===== config.mk =====
export PLATFORM = sky130hd
export DESIGN_NAME = execute_stage
export DESIGN_NICKNAME = d
export VERILOG_FILES = /design/src/rtl/execute_stage.sv
export SDC_FILE = /design/constraint.sdc
export NUM_CORES = 1
export LEC_CHECK = 0
export BUFFER_PORTS_ARGS = -buffer_cell sky130_fd_sc_hd__buf_2
export CAP_MARGIN = 15
export CORE_ASPECT_RATIO = 1.2
export CORE_MARGIN = 2
export CORE_UTILIZATION = 45
export CTS_CLUSTER_SIZE = 24
export DETAILED_ROUTE_END_ITERATION = 6
export PLACE_DENSITY = 0.76
export SLEW_MARGIN = 20
export SYNTH_ARGS = -nofsm -noshare
export SYNTH_HDL_FRONTEND = slang
export SYNTH_SLANG_ARGS = --single-unit

===== constraint.sdc =====
create_clock -name clk -period 4.3 [get_ports clk]
set_clock_uncertainty 0.15 [all_clocks]
set_input_delay 0.645 -clock clk [delete_from_list [all_inputs] [get_ports clk]]
set_output_delay 0.645 -clock clk [all_outputs]
set_load 0.02 [all_outputs]

===== src/rtl/execute_stage.sv =====
// EX stage: ALU, address generation and branch resolution; owns the C/Z flags.
// Define EXEC_MUL_EN to build the 8-step radix-4 unsigned multiplier for func 01100.
module execute_stage #(
  parameter int unsigned DW = 16,
  parameter int unsigned AW = 3,
  parameter int unsigned FW = 5
) (
  input  logic          clk,
  input  logic          reset,
  input  logic          in_valid,
  output logic          in_ready,
  input  logic [FW-1:0] func,
  input  logic [DW-1:0] op_d1,
  input  logic [DW-1:0] op_d2,
  input  logic [DW-1:0] imm16,
  input  logic [DW-1:0] pc_in,
  input  logic [AW-1:0] rf_wa_in,
  input  logic          checkr_c,
  input  logic          checkr_z,
  input  logic          flush,
  output logic          out_valid,
  input  logic          out_ready,
  output logic [DW-1:0] alu_out,
  output logic [DW-1:0] store_data,
  output logic [AW-1:0] rf_wa_out,
  output logic          rf_we_out,
  output logic [1:0]    mem_op,
  output logic          br_taken,
  output logic [DW-1:0] br_target,
  output logic [DW-1:0] pc_out,
  output logic          carry_flag,
  output logic          zero_flag
);

  localparam logic [FW-1:0] FnAdd  = FW'(5'b00000);
  localparam logic [FW-1:0] FnNand = FW'(5'b00001);
  localparam logic [FW-1:0] FnLhi  = FW'(5'b00010);
  localparam logic [FW-1:0] FnLw   = FW'(5'b00011);
  localparam logic [FW-1:0] FnSw   = FW'(5'b00100);
  localparam logic [FW-1:0] FnBeq  = FW'(5'b00101);
  localparam logic [FW-1:0] FnJal  = FW'(5'b00110);
  localparam logic [FW-1:0] FnJlr  = FW'(5'b00111);
`ifdef EXEC_MUL_EN
  localparam logic [FW-1:0] FnMul  = FW'(5'b01100);
`endif

  logic          valid_q, we_q, br_q, c_q, z_q;
  logic [DW-1:0] alu_q, sd_q, tgt_q, pc_q;
  logic [AW-1:0] wa_q;
  logic [1:0]    mem_q;

  logic            mul_busy, mul_done;
  logic [2*DW-1:0] mul_prod;

  logic          accept, squash, start_mul, is_mul;
  logic [DW:0]   sum;
  logic [DW-1:0] res_alu, res_tgt;
  logic          res_we, res_br, c_new, z_new;
  logic [1:0]    res_mem;

  assign in_ready  = (!valid_q || out_ready) && !mul_busy;
  assign accept    = in_valid && in_ready;
  // Condition is evaluated against the flags as they stood before this accept.
  assign squash    = (checkr_c && !c_q) || (checkr_z && !z_q);
  assign start_mul = accept && is_mul;
  assign sum       = {1'b0, op_d1} + {1'b0, op_d2};

  always_comb begin
    res_alu = op_d1;
    res_tgt = pc_in + imm16;
    res_we  = 1'b0;
    res_mem = 2'b00;
    res_br  = 1'b0;
    c_new   = c_q;
    z_new   = z_q;
    is_mul  = 1'b0;
    case (func)
      FnAdd: begin
        res_alu = sum[DW-1:0];
        res_we  = 1'b1;
        c_new   = sum[DW];
        z_new   = (sum[DW-1:0] == '0);
      end
      FnNand: begin
        res_alu = ~(op_d1 & op_d2);
        res_we  = 1'b1;
        z_new   = ((op_d1 & op_d2) == '1);
      end
      FnLhi: begin
        res_alu = DW'({op_d2[8:0], 7'b0});
        res_we  = 1'b1;
      end
      FnLw: begin
        res_alu = op_d1 + imm16;
        res_mem = 2'b01;
        res_we  = 1'b1;
      end
      FnSw: begin
        res_alu = op_d2 + imm16;
        res_mem = 2'b10;
      end
      FnBeq: res_br = (op_d1 == op_d2);
      FnJal: begin
        res_alu = pc_in + 1'b1;
        res_br  = 1'b1;
        res_we  = 1'b1;
      end
      FnJlr: begin
        res_alu = pc_in + 1'b1;
        res_tgt = op_d2;
        res_br  = 1'b1;
        res_we  = 1'b1;
      end
`ifdef EXEC_MUL_EN
      FnMul: is_mul = 1'b1;
`endif
      default: ;
    endcase
    if (squash) begin
      res_we  = 1'b0;
      res_mem = 2'b00;
      res_br  = 1'b0;
      c_new   = c_q;
      z_new   = z_q;
      is_mul  = 1'b0;
    end
  end

`ifdef EXEC_MUL_EN
  localparam logic [3:0] MulLast = 4'(DW / 2 - 1);

  logic            busy_q;
  logic [3:0]      cnt_q;
  logic [2*DW-1:0] acc_q, mcand_q, pp;
  logic [DW-1:0]   mplier_q;

  // Retire two multiplier bits per cycle against a left-shifting multiplicand.
  always_comb begin
    case (mplier_q[1:0])
      2'd0:    pp = '0;
      2'd1:    pp = mcand_q;
      2'd2:    pp = mcand_q << 1;
      default: pp = mcand_q + (mcand_q << 1);
    endcase
  end

  always_ff @(posedge clk) begin
    if (reset || flush) begin
      busy_q   <= 1'b0;
      cnt_q    <= '0;
      acc_q    <= '0;
      mcand_q  <= '0;
      mplier_q <= '0;
    end else if (start_mul) begin
      busy_q   <= 1'b1;
      cnt_q    <= '0;
      acc_q    <= '0;
      mcand_q  <= {{DW{1'b0}}, op_d1};
      mplier_q <= op_d2;
    end else if (busy_q) begin
      acc_q    <= acc_q + pp;
      mcand_q  <= mcand_q << 2;
      mplier_q <= mplier_q >> 2;
      cnt_q    <= cnt_q + 1'b1;
      if (cnt_q == MulLast) busy_q <= 1'b0;
    end
  end

  assign mul_busy = busy_q;
  assign mul_done = busy_q && (cnt_q == MulLast);
  assign mul_prod = acc_q + pp;
`else
  assign mul_busy = 1'b0;
  assign mul_done = 1'b0;
  assign mul_prod = '0;
`endif

  always_ff @(posedge clk) begin
    if (reset) begin
      valid_q <= 1'b0;
      alu_q   <= '0;
      sd_q    <= '0;
      wa_q    <= '0;
      we_q    <= 1'b0;
      mem_q   <= 2'b00;
      br_q    <= 1'b0;
      tgt_q   <= '0;
      pc_q    <= '0;
      c_q     <= 1'b0;
      z_q     <= 1'b0;
    end else if (flush) begin
      valid_q <= 1'b0;
      br_q    <= 1'b0;
    end else if (mul_done) begin
      valid_q <= 1'b1;
      alu_q   <= mul_prod[DW-1:0];
      we_q    <= 1'b1;
      mem_q   <= 2'b00;
      br_q    <= 1'b0;
      c_q     <= |mul_prod[2*DW-1:DW];
      z_q     <= (mul_prod[DW-1:0] == '0);
    end else if (accept) begin
      // A starting multiply leaves the output register empty until it completes.
      valid_q <= !start_mul;
      alu_q   <= res_alu;
      sd_q    <= op_d1;
      wa_q    <= rf_wa_in;
      we_q    <= res_we;
      mem_q   <= res_mem;
      br_q    <= res_br && !start_mul;
      tgt_q   <= res_tgt;
      pc_q    <= pc_in;
      c_q     <= c_new;
      z_q     <= z_new;
    end else if (out_ready) begin
      valid_q <= 1'b0;
      br_q    <= 1'b0;
    end
  end

  assign out_valid  = valid_q;
  assign alu_out    = alu_q;
  assign store_data = sd_q;
  assign rf_wa_out  = wa_q;
  assign rf_we_out  = we_q;
  assign mem_op     = mem_q;
  assign br_taken   = br_q;
  assign br_target  = tgt_q;
  assign pc_out     = pc_q;
  assign carry_flag = c_q;
  assign zero_flag  = z_q;

endmodule

* Word level (Yosys, flattened, before mapping)
Index checks and enable logic that the tools add are counted.
** Operators by class
- Add/subtract/negate cells :: 5
- Eq/ne operators :: 9
- Multiplexer cells :: 12
- Bitwise logic cells :: 4
- Reduce and logical (&&, ||, !) cells :: 18
** Operators with widths (count)
- $pmux W16 S6 :: 1
- $add A16 B16 Y16 :: 3
- $eq A5 B3 Y1 const B :: 4
- $add A16 B16 Y17 :: 1
- $add A16 B1 Y16 const B :: 1
- $and A16 B16 Y16 :: 1
- $eq A16 B16 Y1 :: 1
- $eq A16 B16 Y1 const B :: 1
- $logic_not A16 Y1 :: 1
- $mux W16 :: 1
- $not A16 Y16 :: 1
- $eq A5 B2 Y1 const B :: 2
- $reduce_and A4 Y1 :: 2
- $mux W1 :: 6
- $reduce_or A6 Y1 :: 1
- $eq A5 B1 Y1 const B :: 1
- $logic_not A5 Y1 :: 1
- $pmux W1 S2 :: 2
- $pmux W2 S2 :: 1
- $reduce_bool A2 Y1 :: 2
- $reduce_or A2 Y1 :: 2
- $logic_and A1 B1 Y1 :: 3
- $logic_not A1 Y1 :: 3
- $logic_or A1 B1 Y1 :: 2
- 3 further kinds :: 4
** Storage, ports and cells
- Register bits after elaboration :: 74
- Input bits :: 79
- Output and inout bits :: 75

* Logic depth before layout (Yosys ltp)
- Word-level depth :: 5
- Gate-level depth with buffers :: 14
- Depth with buffers taken out :: 13

* Worst setup path before layout
No wires, ideal clock.
- Path kind :: in2reg
- Start point :: input func[3]
- End point :: register alu_q[14] (netlist: alu_out[14])
- Setup time :: 0.133 ns
- Arrival :: 3.612 ns
- Required time :: 4.017 ns
- Slack :: 0.405 ns
- Stages :: 12
- Buffers on the path :: 2
- Path through :: or2_1 buf_6 nor3_4 clkbuf_1 mux2_2 ha_1 a2111o_1 nor3_1 o41ai_1 xor2_1 a221oi_1 nor4_1
** On the way
- Longest elaborated chain between the ends :: 3
- Elaborated cells between the ends (all ways) :: 9
- Classes of those cells :: eq/ne: 6; mux: 1; reduce/logical: 2
** RTL lines
- start, declared :: RTL line 12 : input logic [FW-1:0] func,
- $eq A5 B3 Y1 :: RTL line 77 : case (func)
- $reduce_or A2 Y1 (no line)
- $pmux W16 S6 * :: RTL line 77
- end signal, assigned :: RTL line 196 : alu_q <= mul_prod[DW-1:0];
- end signal, assigned :: RTL line 205 : alu_q <= res_alu;
- end, declared :: RTL line 48 : logic [DW-1:0] alu_q, sd_q, tgt_q, pc_q;
Every way passes the cells marked *; elsewhere a longest branch is shown, timed or not.
A chain may end at the register's enable or synchronous reset.

* Worst setup path in the final report
- Start point :: input func[3]
- End point :: register alu_q[15] (netlist: alu_out[15])
The elaborated chain is that of the path after synthesis.

==> impl_results.md <==
* Status: finished clean
* Max-slew violations at 0
* # setup viols final at 0
* Final min period at around 3.8 ns
* Reg2reg setup slack at between 1.5 and 2 ns
* CTS Sinks at 74
* Tcrit/Tclk final at 0.8884
* Final setup margin at 0.4800 ns
* Power Dens Cells at 305.2 nW/um2
* Yosys warning total at 0
* CTS Buffer Depth at 2
* Post-synth EDFFs at 0
* Switching Fraction at 0.3502
* Top FF cell, synth: dfxtp_1
* Antenna violations before repair at 0
* Sequential area share after synthesis at 0.2366
* Synthesized instance count at 837
* Clock share of power at 0.348
* Synth unique cells at 71
* Maxcap violations at 0
* Die X at 111.7 um
* Setup Buffers After CTS at 0
* I/O Buffers at approximately 150
* FP Rows at 47
* Final core occ at 0.5419
* Sequential Area at 1481 um2
* Worst-skew pair later-pin latency at around 0.35 ns
* First-pass GRT wire length at 34.27 mm
* Final cell count without fillers at 1,139
* Setup crit end kind: flip-flop
* Hold_buf cts at 0
* Total Wirelength at 22.37 mm
* Die height at 133.2 um
* Fmax achieved at roughly 260 MHz
* Pleak at 3.148 nW
* Asr flop ratio synth at 0
* Mean routed wirelength per cell at 19.64 um
* Synth Cell Area at 6262 um2
* Cell taking the most area after synthesis: dfxtp_1
* Vias in the first global route at 6,500
* Antenna cells at 0
* Int Power at 0.001472 W
* Syn avg cell area at around 7.5 um2
* VDD IR max at 0.0002315 V
* Top Ports at 154
* Critical path class: in2reg
* Clock transition at path regs at 0.06 ns
* Area delta synth->final at 18.56%
* Multi-input gate area at 4517 um2
* CTS tree: yes
* Fillers at 1,374
* Global route total overflow at 0
* DP Cell Count at 1,124
* 1st-pass router iterations at 5
* Core Area at between 10,000 and 15,000 um2
* # H-tree levels at 3
* Die area at 14,880 um2
* Worst-margin pin slew at between 1 and 1.5 ns
* Starting Density at 0.4570
* Unrepaired setup endpoints after global routing: no
* Pre-CTS WS at 0.1516 ns
* CTS root buf: clkbuf_16
* CTS resizes at 0
* DRC errors left at 0
* Hold Path Class: reg2reg
* Routability cong. at 1.047
* CTS Buf Count at 9
* Via-to-Cell Ratio at 6.194
* Syn nets at 971
* Global-route usage over all layers at 0.2909
* Routed Antenna Nets at 0
* Area contributors post-synth: dfxtp_1, ha_1, nand2_1
* Fin. Hold Viols at 0
* Final setup TNS at 0 ns
* Final HPWL from detailed placement at 17.18 mm
* Worst EP required at around 4.4 ns
* Nature of the critical path startpoint: input pin
* Seq pwr share at 0.328
* Psw at ~0.0008 W
* Largest net degree at the start of global routing at 48
* Logic gate share of total power at 0.324
* Post-synth top area share at 0.2366
* Slew margin rel. at 0.2850
* Nets at between 1,000 and 1,500
* Crit path DAT at slightly below 4 ns
* Hold slack at approximately 0.3 ns
* #FFs+latches synth at between 70 and 80
* Worst-path fanout max at 13
* Layout cells sized above 1 at 0.2138
* Initial DRC count at 588
* Via count at 7,055
## layout make-up
cell class | instances | area share
inverter | 22 | 0.01112
clock inverter | 4 | 0.006909
timing repair buffer | 161 | 0.1112
multi-input combinational | 696 | 0.6084
clock buffer | 11 | 0.03404
tap | 171 | 0.02882
sequential | 74 | 0.1995
## critical path, cell delays in order
cell and delay, ns:
buf_2 0.11, or2_1 0.33, nor3_4 0.39, buf_4 0.30
mux2_2 0.36, ha_1 0.33, o21ai_0 0.23, o21ai_0 0.15
a211oi_1 0.38, nor2_1 0.15, a211oi_1 0.20, o21ai_0 0.11
a211oi_1 0.24
## layer usage
layer | up-vias | part of all wire | track usage
met5 | - | 0 | 0
met1 | 3305 | 0.40 | 0.3697
met4 | 0 | 0.048 | 0.1584
met2 | 347 | 0.47 | 0.4700
li1 | 3338 | - | -
met3 | 65 | 0.085 | 0.04914
## metrics by stage
| stage | total power [W] | area (um2) |
|---|---|---|
| global route | 0.002366 | 7425 |
| finish | 0.002266 | 7425 |
| floorplan | 0.001240 | 6262 |
| CTS | 0.002258 | 7425 |
| global placement | 0.001469 | 7121 |
| detailed placement | 0.001472 | 7121 |
## synthesized netlist by cell type (13+ instances only)
| cell | n |
|---|---|
| a211oi_1 | 20 |
| nor3_1 | 35 |
| nand4_1 | 14 |
| clkbuf_1 | 33 |
| dfxtp_1 | 74 |
| nand3_1 | 15 |
| xnor2_1 | 19 |
| ha_1 | 52 |
| nor2_1 | 73 |
| xor2_1 | 20 |
| mux2_2 | 16 |
| a311oi_1 | 13 |
| a21oi_1 | 82 |
| inv_1 | 22 |
| nand2_1 | 128 |
| o21ai_0 | 33 |
## sequential cells by signal, indices dropped and copies added, names as in the netlist
signal / cells
mem_op: 2
carry_flag: 1
alu_out: 16
zero_flag: 1
store_data: 16
pc_out: 16
out_valid: 1
rf_wa_out: 3
br_target: 16
rf_we_out: 1
br_taken: 1
## final timing paths
check | to | cells after the start | from
hold reg to reg | pc_out[0]$_SDFFE_PP0P_ | 2 | pc_out[0]$_SDFFE_PP0P_
setup / recovery | alu_out[15]$_SDFFE_PP0P_ | 13 | func[3]
setup reg to reg | alu_out[0]$_SDFFE_PP0P_ | 6 | out_valid$_SDFFE_PP0P_
hold / removal | pc_out[0]$_SDFFE_PP0P_ | 2 | pc_out[0]$_SDFFE_PP0P_
## power by group through the flow
stage	Combinational, W	Clock [W]	Sequential [W]
finish	0.000733	0.000789	0.000743
global route	0.000797	0.000822	0.000747
CTS	0.000720	0.000796	0.000743
detailed placement	0.000715	0	0.000757
global placement	0.000712	0	0.000756
floorplan	0.000438	0	0.000802
## cell families (layout without fill, tap and decap cells)
| logic type | after synthesis | in the layout | synth area share |
|---|---|---|---|
| and+or+nand+nor | 334 | 334 | 0.2531 |
| AOI/OAI and AO/OA | 248 | 248 | 0.2633 |
| DFF | 74 | 74 | 0.2366 |
| buffers and inverters | 67 | 198 | 0.04376 |
| adders and majority gates | 55 | 55 | 0.1135 |
| xor gates and xnor gates | 39 | 39 | 0.05455 |
| muxes | 20 | 20 | 0.03516 |
## placed cells by master (no fill, tap or decap), drive strengths merged, types with 5 or more instances in the layout
cell	n
dfxtp	74
nor3	36
xor2	20
inv	22
mux2	16
a31oi	5
nand4	14
a311oi	13
clkbuf	11
o31ai	5
nand2b	9
o21ai	35
nand2	129
ha	52
or3	8
o21a	12
xnor2	19
a221oi	11
a21oi	82
o211ai	12
nor2b	11
and3	8
buf	161
o221ai	5
o21bai	8
a21o	9
nor4	11
a211oi	20
nor2	73
nand3	15
Power figures use the tool's default switching activity.
